[src/rtl/tim_sched.sv]
// rtl/tim_sched.sv - round-robin scheduler sharing one interval counter among NREQ requesters
// Optional macro TIM_SCHED_ABORT_EN: dropping req during COUNT abandons the interval with no done.
module tim_sched #(
  parameter int NREQ = 4,
  parameter int N    = 4,
  parameter int IDW  = 2
) (
  input  logic              clk,
  input  logic              rst_n,
  input  logic [NREQ-1:0]   req,
  input  logic [NREQ*N-1:0] load_flat,
  output logic [NREQ-1:0]   gnt,
  output logic [NREQ-1:0]   done,
  output logic              busy,
  output logic [IDW-1:0]    cur_id
);

  typedef enum logic [1:0] {IDLE, COUNT, DONE} state_t;

  state_t          state, state_n;
  logic [N-1:0]    count, count_n;
  logic [N-1:0]    ld, ld_n;
  logic [IDW-1:0]  ptr, ptr_n, cur_n, win;
  logic            found;
  logic [N-1:0]    loads [NREQ];
  logic [NREQ-1:0] owner;

  function automatic logic [IDW-1:0] inc_id(input logic [IDW-1:0] id);
    return (id == IDW'(NREQ - 1)) ? '0 : id + IDW'(1);
  endfunction

  always_comb begin
    for (int i = 0; i < NREQ; i++) begin
      loads[i] = load_flat[i*N +: N];
    end
  end

  // Walk upward from the pointer with wrap; the first set request wins.
  always_comb begin
    logic [IDW-1:0] idx;
    win   = ptr;
    found = 1'b0;
    idx   = ptr;
    for (int k = 0; k < NREQ; k++) begin
      if (!found && req[idx]) begin
        win   = idx;
        found = 1'b1;
      end
      idx = inc_id(idx);
    end
  end

  always_comb begin
    state_n = state;
    count_n = count;
    ld_n    = ld;
    cur_n   = cur_id;
    ptr_n   = ptr;
    case (state)
      IDLE: begin
        if (found) begin
          state_n = COUNT;
          ld_n    = loads[win];
          cur_n   = win;
          count_n = '0;
        end
      end
      COUNT: begin
        count_n = count + N'(1);
        // A load of zero wraps to 2^N because the compare is modulo 2^N.
        if (count == ld - N'(1)) begin
          state_n = DONE;
          count_n = '0;
        end
`ifdef TIM_SCHED_ABORT_EN
        if (!req[cur_id]) begin
          state_n = IDLE;
          count_n = '0;
          ptr_n   = inc_id(cur_id);
        end
`else
`endif
      end
      DONE: begin
        state_n = IDLE;
        ptr_n   = inc_id(cur_id);
      end
      default: state_n = IDLE;
    endcase
  end

  always_ff @(posedge clk or negedge rst_n) begin
    if (!rst_n) begin
      state  <= IDLE;
      count  <= '0;
      ld     <= '0;
      cur_id <= '0;
      ptr    <= '0;
    end else begin
      state  <= state_n;
      count  <= count_n;
      ld     <= ld_n;
      cur_id <= cur_n;
      ptr    <= ptr_n;
    end
  end

  assign owner = NREQ'(1) << cur_id;
  assign busy  = (state != IDLE);
  assign gnt   = busy ? owner : '0;
  assign done  = (state == DONE) ? owner : '0;

endmodule
[config.mk]
export PLATFORM = sky130hd
export DESIGN_NAME = tim_sched
export DESIGN_NICKNAME = d
export VERILOG_FILES = /design/src/rtl/tim_sched.sv
export SDC_FILE = /design/constraint.sdc
export NUM_CORES = 1
export LEC_CHECK = 0
export ABC_CLOCK_PERIOD_IN_PS = 3000
export BUFFER_PORTS_ARGS = -buffer_cell sky130_fd_sc_hd__buf_4
export CAP_MARGIN = 20
export CELL_PAD_IN_SITES_DETAIL_PLACEMENT = 2
export CELL_PAD_IN_SITES_GLOBAL_PLACEMENT = 2
export CORE_AREA = 2 2 72 74
export DETAILED_ROUTE_END_ITERATION = 10
export DIE_AREA = 0 0 74 76
export PLACE_DENSITY = 0.76
export SLEW_MARGIN = 20
export SYNTH_ARGS = -nofsm -noshare
export SYNTH_HDL_FRONTEND = slang
export SYNTH_SLANG_ARGS = --single-unit
[constraint.sdc]
create_clock -name clk -period 3 [get_ports clk]
set_input_delay 0.15 -clock clk [delete_from_list [all_inputs] [get_ports clk]]
set_output_delay 0.15 -clock clk [all_outputs]
set_load 0.01 [all_outputs]
==> flow_summary.html, run 1 <==
<table>
<tr><th>Metric</th><th>Value</th></tr>
<tr><th colspan="2">Yosys</th></tr>
<tr><td>Synth Area in Compound Gates</td><td>roughly 22%</td></tr>
<tr><td>Synth Area in Simple Gates</td><td>a little over a quarter</td></tr>
<tr><td>Synth unique cells</td><td>46</td></tr>
<tr><td>Mapped cell area</td><td>roughly 1400 um2</td></tr>
<tr><td>Synthesized instance count</td><td>around 170</td></tr>
<tr><td>Post-synthesis share of cell area spent on full adders, half adders and majority gates</td><td>6.08%</td></tr>
<tr><td>Synthesized area per cell</td><td>about 8.4 um2</td></tr>
<tr><td>Total of warnings raised by yosys</td><td>0</td></tr>
<tr><td>Leading cell types by total area after synthesis</td><td>sky130_fd_sc_hd__dfrtp_1 (24%), sky130_fd_sc_hd__ha_1 (6.1%), sky130_fd_sc_hd__mux2_2 (4.7%), sky130_fd_sc_hd__o21ai_0 (4.5%), sky130_fd_sc_hd__a31oi_1 (3.9%)</td></tr>
<tr><td>Most used flip-flop cell after synthesis</td><td>sky130_fd_sc_hd__dfrtp_1</td></tr>
<tr><td>Main combinational cell family by area after synthesis</td><td>simple AND/OR/NAND/NOR gates</td></tr>
<tr><td>EDFF count, synth</td><td>0</td></tr>
<tr><td>Mapped Nets</td><td>200</td></tr>
<tr><td>Synth async-reset ratio</td><td>100%</td></tr>
<tr><td>Register bit count reported by yosys</td><td>14</td></tr>
<tr><td>Proportion of synthesized area in mux cells</td><td>9.56%</td></tr>
<tr><td>Library cell with the largest summed area after synthesis</td><td>sky130_fd_sc_hd__dfrtp_1</td></tr>
<tr><td>Post-Synth XOR/XNOR Area</td><td>under 10%</td></tr>
<tr><td>Sequential share of the synthesized area</td><td>roughly a quarter</td></tr>
<tr><td>Area fraction of the dominant cell type after synthesis</td><td>about a quarter</td></tr>
<tr><th colspan="2">Critical path</th></tr>
<tr><td>Crit path cell chain</td><td>ha_1 -&gt; or2_1 -&gt; mux2i_2 -&gt; a41oi_1 -&gt; or4b_4 -&gt; a31oi_1 -&gt; a221oi_1</td></tr>
<tr><td>Element type at the critical path start</td><td>flop</td></tr>
<tr><td>Critical Path RT</td><td>between 3 and 4 ns</td></tr>
<tr><td>Biggest cell delay along the critical path</td><td>about 0.62 ns</td></tr>
<tr><td>Cell with the largest stage delay on the worst path</td><td>sky130_fd_sc_hd__or4b_4</td></tr>
<tr><td>Maximum fanout encountered on the critical timing path</td><td>10</td></tr>
<tr><td>Critical path data arrival time</td><td>around 2.9 ns</td></tr>
<tr><td>Critical path endpoint category</td><td>flop</td></tr>
<tr><td>Path type of the worst setup path</td><td>flop to flop</td></tr>
<tr><td>FF-to-FF setup slack</td><td>0.21 ns</td></tr>
<tr><th colspan="2">Finish</th></tr>
<tr><td>Area added between synthesis and finish</td><td>26.2%</td></tr>
<tr><td>Total area of multi-input combinational cells</td><td>around 1000 um2</td></tr>
<tr><td>Antenna cell count</td><td>0</td></tr>
<tr><td>Total number of nets in the final design</td><td>around 230</td></tr>
<tr><td>Sequential cell area</td><td>350 um2</td></tr>
<tr><td>Fillers</td><td>569</td></tr>
<tr><td>Fraction of final layout cells with drive strength greater than 1</td><td>approximately a quarter</td></tr>
<tr><td>Post-route cell area</td><td>about 1800 um2</td></tr>
<tr><th colspan="2">Global route</th></tr>
<tr><td>Total routing resource utilization after global routing</td><td>17.4%</td></tr>
<tr><td>Global routing usage on met2</td><td>roughly 32%</td></tr>
<tr><td>Grt ovf</td><td>0</td></tr>
<tr><td>Global-route wire length before repair</td><td>slightly below 8 mm</td></tr>
<tr><td>Global routing usage on met1</td><td>21.1%</td></tr>
<tr><td>Via count of the first global-routing pass</td><td>1629</td></tr>
<tr><td>Top Usage Layer GRT</td><td>met2</td></tr>
<tr><td>Antenna violations before repair</td><td>0</td></tr>
<tr><td>Met3 Track Usage GR</td><td>roughly 1.5%</td></tr>
<tr><td>Pin count of the biggest net entering global routing</td><td>15</td></tr>
<tr><th colspan="2">Floorplan</th></tr>
<tr><td>Y dimension of the die</td><td>approximately 76 um</td></tr>
<tr><td>Standard-cell rows</td><td>26</td></tr>
<tr><td>Overall die area</td><td>roughly 5600 um2</td></tr>
<tr><td>Initial standard-cell utilization of the core</td><td>just under 30%</td></tr>
<tr><td>Standard cell core area</td><td>4910 um2</td></tr>
<tr><td>Number of top-level design ports</td><td>33</td></tr>
<tr><td>Horiz. Die Dim</td><td>74 um</td></tr>
<tr><th colspan="2">Detailed routing</th></tr>
<tr><td>Count of nets left with antenna violations after detail routing</td><td>0</td></tr>
<tr><td>DR WL/cell</td><td>16.7 um</td></tr>
<tr><td>Total via count after detailed routing</td><td>about 1400</td></tr>
<tr><td>Number of optimization iterations in the first detailed-route pass</td><td>3</td></tr>
<tr><td>Aggregate routed wire length</td><td>approximately 4.6 mm</td></tr>
<tr><td>Iteration-0 DRC Markers</td><td>13</td></tr>
<tr><td>Via density per instance</td><td>around 5.3</td></tr>
<tr><td>DRC violations left</td><td>0</td></tr>
<tr><th colspan="2">Clocking</th></tr>
<tr><td>Total clock sinks</td><td>14</td></tr>
<tr><td>Total CTS buffers</td><td>3</td></tr>
<tr><td>Post CTS Setup Buffer Count</td><td>0</td></tr>
<tr><td>Clock root buffer</td><td>sky130_fd_sc_hd__clkbuf_8</td></tr>
<tr><td>Clock tree from TritonCTS</td><td>yes</td></tr>
<tr><td>Clock latency reported for the late side of the worst-skew pair</td><td>0.25 ns</td></tr>
<tr><td>Clock Path Buffers</td><td>2</td></tr>
<tr><td>Clk pin slew, worst setup/hold paths</td><td>about 0.060 ns</td></tr>
<tr><td>H-tree levels</td><td>1</td></tr>
<tr><th colspan="2">Run</th></tr>
<tr><td>Number of max-cap violations</td><td>0</td></tr>
<tr><th colspan="2">STA</th></tr>
<tr><td>Worst rel slew slack</td><td>between 60% and 70%</td></tr>
<tr><td>Setup-violating endpoint count in the final report</td><td>0</td></tr>
<tr><td>Final period demand of the worst path</td><td>around 2.8 ns</td></tr>
<tr><td>Final hold viol count</td><td>0</td></tr>
<tr><td>Final TNS setup</td><td>0 ns</td></tr>
<tr><td>Final Slew Violations</td><td>0</td></tr>
<tr><td>Setup repair after global routing missed its margin</td><td>no</td></tr>
<tr><td>Period Utilization, post-route</td><td>slightly above 90%</td></tr>
<tr><td>Maximum clock frequency</td><td>358 MHz</td></tr>
<tr><td>Final setup slack of the worst path</td><td>approximately 0.21 ns</td></tr>
<tr><td>Clock Skews</td><td>0.00231 ns</td></tr>
<tr><td>Transition at the pin with the smallest max-transition slack</td><td>between 0.5 and 0.6 ns</td></tr>
<tr><th colspan="2">Pwr</th></tr>
<tr><td>Largest voltage drop on the vdd net</td><td>0.251 mV</td></tr>
<tr><td>Overall power of the completed layout</td><td>around 0.0017 W</td></tr>
<tr><td>Static power due to leakage</td><td>roughly 0.8 nW</td></tr>
<tr><td>Power density normalized to cell area</td><td>938 nW/um2</td></tr>
<tr><th colspan="2">Outcome</th></tr>
<tr><td>Outcome</td><td>finished, final reports clean</td></tr>
<tr><th colspan="2">Place</th></tr>
<tr><td>Final weighted congestion in routability-driven placement</td><td>approximately 0.83</td></tr>
<tr><td>Standard cell area after detailed placement</td><td>around 1700 um2</td></tr>
<tr><td>Total half-perimeter wirelength after legalization and detailed placement</td><td>between 3 and 4 mm</td></tr>
<tr><td>Place WS</td><td>~0.23 ns</td></tr>
<tr><td>Port Buffer Count</td><td>32</td></tr>
<tr><th colspan="2">Min path</th></tr>
<tr><td>Class of the tightest hold or removal check</td><td>input pin to flop</td></tr>
</table>
## timing repair
| action | in CTS | in global routing |
|---|---|---|
| resized for setup | 0 | 1 |
| hold buffers | 1 | 0 |
| setup endpoints to repair | 0 | 3 |
| hold endpoints to repair | 14 | 0 |
## layer usage
| metal | wire (um) | up-vias |
|---|---|---|
| met3 | 105 | 4 |
| met4 | 36 | 0 |
| met5 | 0 | - |
| met2 | 2470 | 22 |
| li1 | - | 706 |
| met1 | 1980 | 708 |
## cell usage in the layout (no fill, tap or decap), types with 3 or more instances in the layout
cell type,netlist,layout
sky130_fd_sc_hd__clkbuf_8,0,4
sky130_fd_sc_hd__mux2_2,6,6
sky130_fd_sc_hd__o21ai_0,13,13
sky130_fd_sc_hd__dfrtp_1,14,14
sky130_fd_sc_hd__nor3_1,10,10
sky130_fd_sc_hd__a21oi_1,4,4
sky130_fd_sc_hd__nor2b_1,7,7
sky130_fd_sc_hd__inv_1,12,12
sky130_fd_sc_hd__xor2_1,5,5
sky130_fd_sc_hd__nand2_1,5,5
sky130_fd_sc_hd__a31oi_1,9,9
sky130_fd_sc_hd__a211oi_1,3,3
sky130_fd_sc_hd__ha_1,7,7
sky130_fd_sc_hd__nand4b_1,4,4
sky130_fd_sc_hd__nand2b_1,5,5
sky130_fd_sc_hd__and2_1,5,5
sky130_fd_sc_hd__nand3_1,4,4
sky130_fd_sc_hd__nor2_1,10,10
sky130_fd_sc_hd__buf_4,0,36
sky130_fd_sc_hd__o211ai_1,3,3
## synthesized netlist by cell type, types with 2 or more instances
library cell / instances
sky130_fd_sc_hd__xnor2_1: 2
sky130_fd_sc_hd__nand4_1: 2
sky130_fd_sc_hd__a211oi_1: 3
sky130_fd_sc_hd__xor2_1: 5
sky130_fd_sc_hd__nand3_1: 4
sky130_fd_sc_hd__nand2_1: 5
sky130_fd_sc_hd__nand4b_1: 4
sky130_fd_sc_hd__nand2b_1: 5
sky130_fd_sc_hd__mux2i_2: 2
sky130_fd_sc_hd__a211o_1: 2
sky130_fd_sc_hd__nor2b_1: 7
sky130_fd_sc_hd__a31oi_1: 9
sky130_fd_sc_hd__dfrtp_1: 14
sky130_fd_sc_hd__and2_1: 5
sky130_fd_sc_hd__or3b_1: 2
sky130_fd_sc_hd__ha_1: 7
sky130_fd_sc_hd__nor4b_1: 2
sky130_fd_sc_hd__o21a_1: 2
sky130_fd_sc_hd__o211ai_1: 3
sky130_fd_sc_hd__a21oi_1: 4
sky130_fd_sc_hd__and3_1: 2
sky130_fd_sc_hd__nor3b_1: 2
sky130_fd_sc_hd__mux2i_1: 2
sky130_fd_sc_hd__o221ai_1: 2
sky130_fd_sc_hd__o31ai_1: 2
sky130_fd_sc_hd__buf_6: 2
sky130_fd_sc_hd__nor3_1: 10
sky130_fd_sc_hd__o21ai_0: 13
sky130_fd_sc_hd__nor2_1: 10
sky130_fd_sc_hd__mux2_2: 6
sky130_fd_sc_hd__inv_1: 12
sky130_fd_sc_hd__buf_2: 5
## worst paths after layout
kind	start	end	depth (start not counted)
min reg2reg	count[3]	count[3]	2
max reg2reg	ptr[1]	ld[3]	7
max	ptr[1]	ld[3]	7
max in group asynchronous	rst_n	ld[0]	2
min in group asynchronous	rst_n	ptr[1]	2
min	load_flat[3]	ld[3]	3
## cell type report
| cell class | count | area share [%] |
|---|---|---|
| multi-input combinational | 137 | 55.0 |
| inverter | 12 | 2.48 |
| tap | 70 | 4.82 |
| clock buffer | 4 | 3.03 |
| timing repair buffer | 37 | 15.4 |
| sequential | 14 | 19.3 |
## registers in the layout, indices dropped and copies added, names as in the netlist
name / flops
count: 4
cur_id: 2
ld: 4
ptr: 2
state: 2
## cells by family (layout without fill, tap and decap cells)
logic type,count (synthesis),after routing
xor gates and xnor gates,7,7
and+or+nand+nor,64,64
adders and majority gates,7,7
AOI/OAI and AO/OA,48,48
DFF,14,14
muxes,11,11
buffers and inverters,20,53
## critical path: cells and delay by family (launching register included)
kind / cells / cell delay (ns)
AO/OA/AOI/OAI: 3 / 0.48
flip-flops: 1 / 0.49
multiplexers: 1 / 0.37
AND/OR/NAND/NOR: 2 / 0.90
adder cells (fa/ha/maj): 1 / 0.41
## per-stage QoR
stage	hold slack [ns]	instances	utilization, %
after CTS	0.190	274	36.9
final	0.190	274	37.0
after global routing	0.203	274	37.0
after detailed placement	0.0141	269	35.6
after global placement	0.00925	269	35.6
after floorplan	-0.146	171	-
## report_power, final
group	leakage (nW)	total, W	switching [W]	internal, W
Clock	0.0288	0.000188	0.0000711	0.000116
Sequential	0.170	0.000369	0.0000936	0.000275
Combinational	0.599	0.00115	0.000649	0.000500
Total	0.798	0.00170	0.000814	0.000891
No activity file was read; power rests on OpenSTA's default activity.
==> run 2: changes to the inputs <==
--- a/config.mk
+++ b/config.mk
@@ -10,10 +10,10 @@
 export CAP_MARGIN = 20
 export CELL_PAD_IN_SITES_DETAIL_PLACEMENT = 2
 export CELL_PAD_IN_SITES_GLOBAL_PLACEMENT = 2
-export CORE_AREA = 2 2 72 74
+export CORE_AREA = 2 2 73 75
 export DETAILED_ROUTE_END_ITERATION = 10
-export DIE_AREA = 0 0 74 76
-export PLACE_DENSITY = 0.76
+export DIE_AREA = 0 0 75 77
+export PLACE_DENSITY = 0.74
 export SLEW_MARGIN = 20
 export SYNTH_ARGS = -nofsm -noshare
 export SYNTH_HDL_FRONTEND = slang
==> run 2 against run 1 <==
  * Combinational power is essentially flat
  * First-iteration DRC count grew to 4.2 times the previous value
  * Die area grew 2.7%
  * Register-to-register slack gained 0.07 ns
  * Worst hold slack gained 0.0054 ns
  * Sequential share of layout area grew 0.17 points
  * Largest power group unchanged
==> flow_summary.html, run 2 (synthesized netlist as in run 1, its figures left out) <==
<table>
<tr><th>Metric</th><th>Value</th></tr>
<tr><th colspan="2">Outcome</th></tr>
<tr><td>Outcome</td><td>finished, final reports clean (unchanged)</td></tr>
<tr><th colspan="2">Pwr</th></tr>
<tr><td>NetSw</td><td>0.000815 W (was 0.000814 W)</td></tr>
<tr><td>Static power due to leakage</td><td>0.787 nW (was 0.798 nW)</td></tr>
<tr><td>Relative contribution of sequential cells to total power</td><td>22.5% (was 21.6%)</td></tr>
<tr><td>Fraction of power consumed by the clock network</td><td>9.2% (was 11.0%)</td></tr>
<tr><td>Largest voltage drop on the vdd net</td><td>0.294 mV (was 0.251 mV)</td></tr>
<tr><td>Power Internal</td><td>0.000866 W (was 0.000891 W)</td></tr>
<tr><td>Net switching share of the total power</td><td>48.5% (was 47.7%)</td></tr>
<tr><td>Power density normalized to cell area</td><td>934 nW/um2 (was 938 nW/um2)</td></tr>
<tr><td>Combinational group share of total power</td><td>68.4% (was 67.4%)</td></tr>
<tr><th colspan="2">Place</th></tr>
<tr><td>Final weighted congestion in routability-driven placement</td><td>0.793 (was 0.834)</td></tr>
<tr><td>Total half-perimeter wirelength after legalization and detailed placement</td><td>3.68 mm (was 3.76 mm)</td></tr>
<tr><td>Port Buffer Count</td><td>32 (unchanged)</td></tr>
<tr><th colspan="2">Finish</th></tr>
<tr><td>Area added between synthesis and finish</td><td>25.0% (was 26.2%)</td></tr>
<tr><td>Fraction of final layout cells with drive strength greater than 1</td><td>25.6% (was 26.0%)</td></tr>
<tr><td>Leading registers by flop count</td><td>count x4, ld x4 (unchanged)</td></tr>
<tr><td>Commonest cells after routing, fill and taps aside</td><td>sky130_fd_sc_hd__buf_4 (36), sky130_fd_sc_hd__dfrtp_1 (14), sky130_fd_sc_hd__o21ai_0 (13) (unchanged)</td></tr>
<tr><td>Leading cell type in the layout, fill and taps excluded</td><td>sky130_fd_sc_hd__buf_4 (unchanged)</td></tr>
<tr><td>Layout Utilization</td><td>36.2% (was 37.0%)</td></tr>
<tr><td>Total number of nets in the final design</td><td>234 (unchanged)</td></tr>
<tr><td>Antenna cell count</td><td>0 (unchanged)</td></tr>
<tr><th colspan="2">Critical path</th></tr>
<tr><td>R2R depth</td><td>7 (unchanged)</td></tr>
<tr><td>Path type of the worst setup path</td><td>flop to flop (unchanged)</td></tr>
<tr><td>Critical R2R Capture</td><td>ld[3] (unchanged)</td></tr>
<tr><td>Start of the worst register-to-register path</td><td>ptr[1] (unchanged)</td></tr>
<tr><td>Critical path endpoint category</td><td>flop (unchanged)</td></tr>
<tr><td>FF-to-FF setup slack</td><td>0.28 ns (was 0.21 ns)</td></tr>
<tr><td>Critical Path RT</td><td>3.11 ns (was 3.12 ns)</td></tr>
<tr><td>Launch point of the worst path</td><td>ptr[1] (unchanged)</td></tr>
<tr><td>Maximum fanout encountered on the critical timing path</td><td>7 (was 10)</td></tr>
<tr><td>Critical path data arrival time</td><td>2.84 ns (was 2.91 ns)</td></tr>
<tr><td>Element type at the critical path start</td><td>flop (unchanged)</td></tr>
<tr><td>Capturing element of the worst setup path</td><td>ld[3] (unchanged)</td></tr>
<tr><th colspan="2">Global route</th></tr>
<tr><td>Global-route wire length before repair</td><td>7.39 mm (was 7.87 mm)</td></tr>
<tr><td>Via count of the first global-routing pass</td><td>1566 (was 1629)</td></tr>
<tr><td>Pin count of the biggest net entering global routing</td><td>15 (unchanged)</td></tr>
<tr><td>Antenna violations before repair</td><td>0 (unchanged)</td></tr>
<tr><td>Grt ovf</td><td>0 (unchanged)</td></tr>
<tr><td>Total routing resource utilization after global routing</td><td>16.2% (was 17.4%)</td></tr>
<tr><th colspan="2">STA</th></tr>
<tr><td>Period Utilization, post-route</td><td>90.8% (was 93.1%)</td></tr>
<tr><td>Setup-violating endpoint count in the final report</td><td>0 (unchanged)</td></tr>
<tr><td>Final hold viol count</td><td>0 (unchanged)</td></tr>
<tr><td>Maximum clock frequency</td><td>367 MHz (was 358 MHz)</td></tr>
<tr><td>Setup repair after global routing missed its margin</td><td>no (unchanged)</td></tr>
<tr><td>Final Slew Violations</td><td>0 (unchanged)</td></tr>
<tr><td>Final TNS setup</td><td>0 ns (unchanged)</td></tr>
<tr><td>Worst rel slew slack</td><td>59.8% (was 61.9%)</td></tr>
<tr><td>Final period demand of the worst path</td><td>2.72 ns (was 2.79 ns)</td></tr>
<tr><td>Transition at the pin with the smallest max-transition slack</td><td>0.600 ns (was 0.569 ns)</td></tr>
<tr><td>Clock Skews</td><td>0.00117 ns (was 0.00231 ns)</td></tr>
<tr><th colspan="2">Detailed routing</th></tr>
<tr><td>Number of optimization iterations in the first detailed-route pass</td><td>4 (was 3)</td></tr>
<tr><td>Aggregate routed wire length</td><td>4.65 mm (was 4.59 mm)</td></tr>
<tr><td>Via density per instance</td><td>5.38 (was 5.26)</td></tr>
<tr><td>DR WL/cell</td><td>17.0 um (was 16.7 um)</td></tr>
<tr><td>Total via count after detailed routing</td><td>1470 (was 1440)</td></tr>
<tr><td>Iteration-0 DRC Markers</td><td>55 (was 13)</td></tr>
<tr><td>DRC violations left</td><td>0 (unchanged)</td></tr>
<tr><td>Count of nets left with antenna violations after detail routing</td><td>0 (unchanged)</td></tr>
<tr><th colspan="2">Floorplan</th></tr>
<tr><td>Overall die area</td><td>5780 um2 (was 5620 um2)</td></tr>
<tr><td>Y dimension of the die</td><td>77 um (was 76 um)</td></tr>
<tr><td>Standard-cell rows</td><td>26 (unchanged)</td></tr>
<tr><td>Horiz. Die Dim</td><td>75 um (was 74 um)</td></tr>
<tr><td>Number of top-level design ports</td><td>33 (unchanged)</td></tr>
<tr><td>Initial standard-cell utilization of the core</td><td>28.9% (was 29.3%)</td></tr>
<tr><td>Standard cell core area</td><td>4980 um2 (was 4910 um2)</td></tr>
<tr><th colspan="2">Run</th></tr>
<tr><td>Number of max-cap violations</td><td>0 (unchanged)</td></tr>
<tr><th colspan="2">Min path</th></tr>
<tr><td>Source of the worst hold timing path</td><td>load_flat[2] (was load_flat[3])</td></tr>
<tr><td>Class of the tightest hold or removal check</td><td>input pin to flop (unchanged)</td></tr>
<tr><th colspan="2">Clocking</th></tr>
<tr><td>Clock Path Buffers</td><td>2 (unchanged)</td></tr>
<tr><td>Post CTS Setup Buffer Count</td><td>0 (unchanged)</td></tr>
<tr><td>Clock latency reported for the late side of the worst-skew pair</td><td>0.24 ns (was 0.25 ns)</td></tr>
<tr><td>H-tree levels</td><td>1 (unchanged)</td></tr>
<tr><td>Clk pin slew, worst setup/hold paths</td><td>0.06 ns (about the same)</td></tr>
<tr><td>Total clock sinks</td><td>14 (unchanged)</td></tr>
<tr><td>Clock tree from TritonCTS</td><td>yes (unchanged)</td></tr>
<tr><td>Total CTS buffers</td><td>3 (unchanged)</td></tr>
<tr><td>Clock root buffer</td><td>sky130_fd_sc_hd__clkbuf_8 (unchanged)</td></tr>
</table>
## run 2: power groups by stage
stage          clock network (W)  logic, W  registers, W
6_report                0.000154   0.00115      0.000378
2_1_floorplan                  0  0.000813      0.000354
3_5_place_dp                   0   0.00114      0.000379
5_1_grt                 0.000165   0.00128      0.000394
4_1_cts                 0.000156   0.00115      0.000377
3_3_place_gp                   0   0.00109      0.000368
## run 2: how the worst min path moves through the flow
stage | endpoint | slack, ns | cells after the start
3_5_place_dp | ptr[1] | 0.02 | 1
5_1_grt | ld[2] | 0.21 | 3
4_1_cts | ld[1] | 0.19 | 3
2_1_floorplan | count[0] | -0.15 | 0
3_3_place_gp | state[1] | 0.01 | 1
6_report | ld[2] | 0.20 | 3
## run 2: repair_timing
item                                   in CTS  in global routing
endpoints found under the hold margin      14                  0
gates resized for setup                     0                  1
setup endpoints to repair                   0                  1
hold buffers                                1                  0
## run 2: final cells by class
type,count,area [um2]
clock buffers,3,41.3
fillers,587,3180
well taps,70,87.6
multi-input cells,137,996
inverters,12,45.0
flip-flops and latches,14,350
repair buffers,37,280
## run 2: worst max-delay path: stages (launching register included)
cell,delay [ns]
sky130_fd_sc_hd__dfrtp_1,0.47
sky130_fd_sc_hd__ha_2,0.40
sky130_fd_sc_hd__mux2_2,0.36
sky130_fd_sc_hd__mux2i_2,0.28
sky130_fd_sc_hd__a41oi_1,0.20
sky130_fd_sc_hd__or4b_4,0.61
sky130_fd_sc_hd__a31oi_1,0.16
sky130_fd_sc_hd__a221oi_1,0.10
## run 2: routing by layer
layer	vias up	GRT usage (%)	wire length [um]
li1	704	-	-
met1	735	19.8	1990
met2	27	29.6	2510
met3	4	1.31	107
met4	0	4.29	46
met5	-	0	0
## run 2: through the flow
step | power [W] | hold WS (ns) | instance area (um2) | instances | setup slack [ns]
2_1_floorplan | 0.00117 | -0.146 | 1440 | 171 | 0.500
3_3_place_gp | 0.00146 | 0.00995 | 1750 | 269 | 0.396
3_5_place_dp | 0.00152 | 0.0175 | 1750 | 269 | 0.302
4_1_cts | 0.00169 | 0.195 | 1800 | 273 | 0.277
5_1_grt | 0.00184 | 0.207 | 1800 | 273 | 0.0362
6_report | 0.00168 | 0.195 | 1800 | 273 | 0.275
